--- src/rtl/accum_pkg.sv ---
// Shared types and default sizing for the switch-driven accumulator sequencer.
package accum_pkg;

  typedef enum logic [1:0] {IDLE, START, WAIT, WRITE} seq_state_t;

  localparam int DEF_WIDTH    = 16;
  localparam int DEF_SW_WIDTH = 10;
  localparam int DEF_TIMEOUT  = 64;

endpackage

--- src/rtl/btn_sync_edge.sv ---
// Two-flop synchronizer for an asynchronous button, followed by a rising-edge detector.
module btn_sync_edge (
  input  logic Clk,
  input  logic Reset_Clear,
  input  logic d,
  output logic pulse
);

  logic r1, r2, r3;

  // NOTE: sequential state uses non-blocking assignments so the r1->r2->r3 chain shifts by exactly one stage per edge.
  always_ff @(posedge Clk or posedge Reset_Clear) begin
    if (Reset_Clear) begin
      r1 <= 1'b0;
      r2 <= 1'b0;
      r3 <= 1'b0;
    end else begin
      r1 <= d;
      r2 <= r1;
      r3 <= r2;
    end
  end

  assign pulse = r2 & ~r3;

endmodule

--- src/rtl/accum_sequencer.sv ---
// Sequences a start/done multi-cycle adder so each button press adds SW into Acc once,
// with a one-deep press queue, sticky overflow/error flags and a WAIT timeout.
module accum_sequencer
  import accum_pkg::*;
#(
  parameter int WIDTH    = DEF_WIDTH,
  parameter int SW_WIDTH = DEF_SW_WIDTH,
  parameter int TIMEOUT  = DEF_TIMEOUT
) (
  input  logic                Clk,
  input  logic                Reset_Clear,
  input  logic                Run_Accumulate,
  input  logic [SW_WIDTH-1:0] SW,
  output logic                add_start,
  output logic [WIDTH-1:0]    add_a,
  output logic [WIDTH-1:0]    add_b,
  input  logic                add_done,
  input  logic [WIDTH-1:0]    add_sum,
  input  logic                add_cout,
  output logic [WIDTH-1:0]    Acc,
  output logic                busy,
  output logic                ovf,
  output logic                err,
  output logic [7:0]          acc_count
);

  localparam int              CW      = $clog2(TIMEOUT);
  localparam logic [CW-1:0]   TO_LAST = CW'(TIMEOUT - 1);

  seq_state_t       state;
  logic             run_pulse;
  logic             pending;
  logic [CW-1:0]    tmo;
  logic [WIDTH-1:0] sum_q;
  logic             cout_q;

  btn_sync_edge u_btn (
    .Clk         (Clk),
    .Reset_Clear (Reset_Clear),
    .d           (Run_Accumulate),
    .pulse       (run_pulse)
  );

  // Operand A is the live accumulator; it only changes when leaving WRITE.
  assign add_a = Acc;

  always_ff @(posedge Clk or posedge Reset_Clear) begin
    if (Reset_Clear) begin
      state     <= IDLE;
      pending   <= 1'b0;
      tmo       <= '0;
      sum_q     <= '0;
      cout_q    <= 1'b0;
      add_start <= 1'b0;
      add_b     <= '0;
      Acc       <= '0;
      busy      <= 1'b0;
      ovf       <= 1'b0;
      err       <= 1'b0;
      acc_count <= '0;
    end else begin
      // NOTE: add_start defaults low every cycle so it can only ever be a single-cycle pulse.
      add_start <= 1'b0;
      case (state)
        IDLE: begin
          if (run_pulse || pending) begin
            add_b     <= WIDTH'(SW);
            pending   <= 1'b0;
            add_start <= 1'b1;
            busy      <= 1'b1;
            state     <= START;
          end
        end
        START: begin
          if (run_pulse) pending <= 1'b1;
          tmo   <= '0;
          state <= WAIT;
        end
        WAIT: begin
          if (run_pulse) pending <= 1'b1;
          if (add_done) begin
            sum_q  <= add_sum;
            cout_q <= add_cout;
            state  <= WRITE;
          end else if (tmo == TO_LAST) begin
            err   <= 1'b1;
            busy  <= 1'b0;
            state <= IDLE;
          end else begin
            tmo <= tmo + 1'b1;
          end
        end
        WRITE: begin
          if (run_pulse) pending <= 1'b1;
          Acc       <= sum_q;
          ovf       <= ovf | cout_q;
          acc_count <= acc_count + 8'd1;
          busy      <= 1'b0;
          state     <= IDLE;
        end
        default: state <= IDLE;
      endcase
    end
  end

endmodule

--- config.mk ---
export PLATFORM = sky130hd
export DESIGN_NAME = accum_sequencer
export DESIGN_NICKNAME = d
export VERILOG_FILES = /design/src/rtl/accum_pkg.sv /design/src/rtl/btn_sync_edge.sv /design/src/rtl/accum_sequencer.sv
export SDC_FILE = /design/constraint.sdc
export NUM_CORES = 1
export LEC_CHECK = 0
export ABC_AREA = 1
export BUFFER_PORTS_ARGS = -buffer_cell sky130_fd_sc_hd__buf_2
export CAP_MARGIN = 30
export CELL_PAD_IN_SITES_DETAIL_PLACEMENT = 1
export CELL_PAD_IN_SITES_GLOBAL_PLACEMENT = 1
export CORE_UTILIZATION = 34
export CTS_CLUSTER_SIZE = 30
export DETAILED_ROUTE_END_ITERATION = 8
export GPL_ROUTABILITY_DRIVEN = 0
export PLACE_DENSITY = 0.73
export SLEW_MARGIN = 20
export SYNTH_ARGS = -nofsm -noshare
export SYNTH_HDL_FRONTEND = slang
export SYNTH_HIERARCHICAL = 1
export SYNTH_SLANG_ARGS = --single-unit
--- constraint.sdc ---
create_clock -name Clk -period 1.7 [get_ports Clk]
set_input_delay 0.085 -clock Clk [delete_from_list [all_inputs] [get_ports Clk]]
set_output_delay 0.085 -clock Clk [all_outputs]
set_load 0.05 [all_outputs]
==> results.yml <==
logic_synthesis:
  ys_warn_count: 6
  syn_avg_cell_area_um2: 9.69
  synth.distinct_cells: 27
  synth_area_um2: 2960
  postSynth.asyncResetShare_pct: 100
  synth_edf_count: 0
  synth_top_area_share_pct: 56.7
  synthTopCellsByCount: "nand2_1 (113), dfrtp_1 (67), buf_4 (23), inv_1 (19), mux2_1 (16)"
  synthTopCellsByArea: "dfrtp_1 (57%), nand2_1 (14%), mux2_1 (6.1%)"
  ys_ff_latch: 67
  synth_cells: 305
  synth_most_common_cell: "nand2_1"
  yosysSeqAreaShare_pct: 56.7
  synth_area_leader_cell: "dfrtp_1"
  synth-main-ff-cell: "dfrtp_1"
grt:
  antenna_found_initial: 0
  grt_pass1_wl_um: 11300
  grt_overflow: 0
  grt_max_degree: 32
  track_usage_pct: 16.5
  first_global_vias: 2456
floorplan:
  dieWidth_um: 95.2
  die_area_um2: 9070
  initial_core_util_pct: 35.6
  dieHeight_um: 95.2
  io_pins: 91
  core-area_um2: 8300
  fp-row-count: 33
cts:
  clkTransAtPathRegs_ps: 80
  tritoncts: "built"
  cts_buffers: 9
  cts-root-buf: "clkbuf_8"
  htree_levels: 3
  cts_hold_buffers: 28
  clk_latency_ps: 340
  clockBufferDepth: 2
  cts-resized-gates: 0
  cts_setup_buffers: 0
  cts_sinks: 67
placed_design:
  io_buffers: 84
  dpl-instance-area_um2: 3400
  hpwlAfterDp_um: 4740
  preCtsSetupSlack_ps: 166
power_and_ir_drop:
  powerDensity_nw_per_um2: 2120
  p_leak_nw: 2.17
  peakVddDrop_mv: 0.760
setup_path:
  path_buf_inv: 2
  r2r-start: "state[0]"
  crit_path_start: "state[0]"
  timing.rr.end: "sum_q[7]"
  path_class: "reg2reg"
  slowest_delay_ps: 410
  crit_end: "sum_q[7]"
  crit_slowest_cell: "dfrtp_1"
  r2r_cells: 5
  worst_setup_path_start_kind: "flip-flop"
  worstPathRequired_ps: 1920
  cp_data_arrival_time_ps: 1770
  r2r_slack_ps: 150
  critical-path-top-delay-family: "flip-flops"
  path_cells: "inv_1 > ha_1 > nand2_1 > buf_12 > mux2_1"
  worst-path-stages: 5
  crit_path_end_kind: "flip-flop"
  crit_fanout: 18
final_layout:
  final_util_pct: 47.7
  n_antenna_cell: 0
  fin_nets: 449
  drive_gt1_share_pct: 27.6
  fill_cells: 975
  area_growth_pct: 33.8
  design_area_um2: 3960
sta:
  slew_viol_final: 0
  tns_ps: 0
  finalCritPeriodShare_pct: 90.9
  rsz0062_at_grt: "no"
  whs_ps: 6.04
  fin_crit_ps: 1550
  setup_viol: 0
  clock_skew_ps: 10.5
  hold_viol: 0
  fmax_mhz: 647
  fin_ws_ps: 154
route:
  remaining_drc_errors: 0
  num_vias: 2316
  ant_nets: 0
  first_pass_iters: 4
  via_per_inst: 4.45
  totalWireLength_um: 6780
  wl_per_cell_um: 13.0
  drt-initial-drc-count: 38
worst_hold_path:
  hold_path_class: "in2reg"
outcome:
  outcome: "finished clean"
run:
  max-cap-violations: 0
-- per-layer routing --
layer	track usage, %	wire (µm)	up-vias
met5	0	0	-
met4	6.82	124	0
met3	3.27	258	11
met2	30.2	3640	59
met1	18.4	2760	1115
li1	-	-	1131
-- worst min-delay path by stage --
| stage | start | endpoint | slack [ps] | cells past startpoint |
|---|---|---|---|---|
| 2_1_floorplan | Reset_Clear | u_btn/r1 | -160 | 1 |
| 3_3_place_gp | Reset_Clear | u_btn/r1 | -30 | 2 |
| 3_5_place_dp | Reset_Clear | u_btn/r1 | -20 | 2 |
| 4_1_cts | add_cout | cout_q | 2 | 3 |
| 5_1_grt | add_cout | cout_q | 40 | 3 |
| 6_report | add_cout | cout_q | 6 | 3 |
-- layout by cell type (no fill, tap or decap), drive strengths merged, types with 2 or more instances in the layout --
cell type	instances
inv	21
nand3	15
nor2	15
nand2	113
ha	7
dlygate4sd3	28
buf	92
mux2	16
conb	6
o21bai	2
bufinv	4
xor2	6
o21ai	6
dfrtp	67
clkbuf	10
-- worst register-to-register path: cells and delay by family, from the launching register on --
kind | cells | cell delay, ps
mux | 1 | 340
fa+ha+maj | 1 | 230
simple gates | 1 | 150
flops | 1 | 410
buf+inv | 2 | 300
-- through the flow --
step	std cells	total power, mW
floorplan	310	5.82
global placement	477	6.46
detailed placement	477	6.60
CTS	521	8.49
global route	521	8.90
finish	521	8.39
-- flip-flops by register name, indices dropped and copies added (netlist names) --
name	count
Acc	16
sum_q	16
add_b	10
acc_count	8
tmo	6
state	2
add_start	1
busy	1
cout_q	1
err	1
ovf	1
pending	1
u_btn/r1	1
u_btn/r2	1
u_btn/r3	1
-- cell families after synthesis --
group | share of synthesized area, %
buf+inv | 9.78
compound gates | 2.33
flops | 56.7
mux | 6.10
simple gates | 19.9
xor+xnor | 2.07
fa+ha+maj | 2.96
other cells | 0.127
-- report_power, final --
group          switching [mW]  internal [mW]  leakage, nW
Combinational            2.95          0.986         1.20
Clock                   0.632           1.17        0.133
Sequential              0.418           2.23        0.837
Total                    4.00           4.38         2.17
-- final cells by class --
| type | count | area [µm²] | area share [%] |
|---|---|---|---|
| Sequential cell | 67 | 1680 | 42.4 |
| Multi-Input combinational cell | 192 | 1010 | 25.5 |
| Timing Repair Buffer | 120 | 786 | 19.9 |
| Clock buffer | 10 | 138 | 3.48 |
| Clock inverter | 6 | 136 | 3.45 |
| Tap cell | 105 | 131 | 3.32 |
| Inverter | 21 | 78.8 | 1.99 |
(Power assumes the default switching activity.)
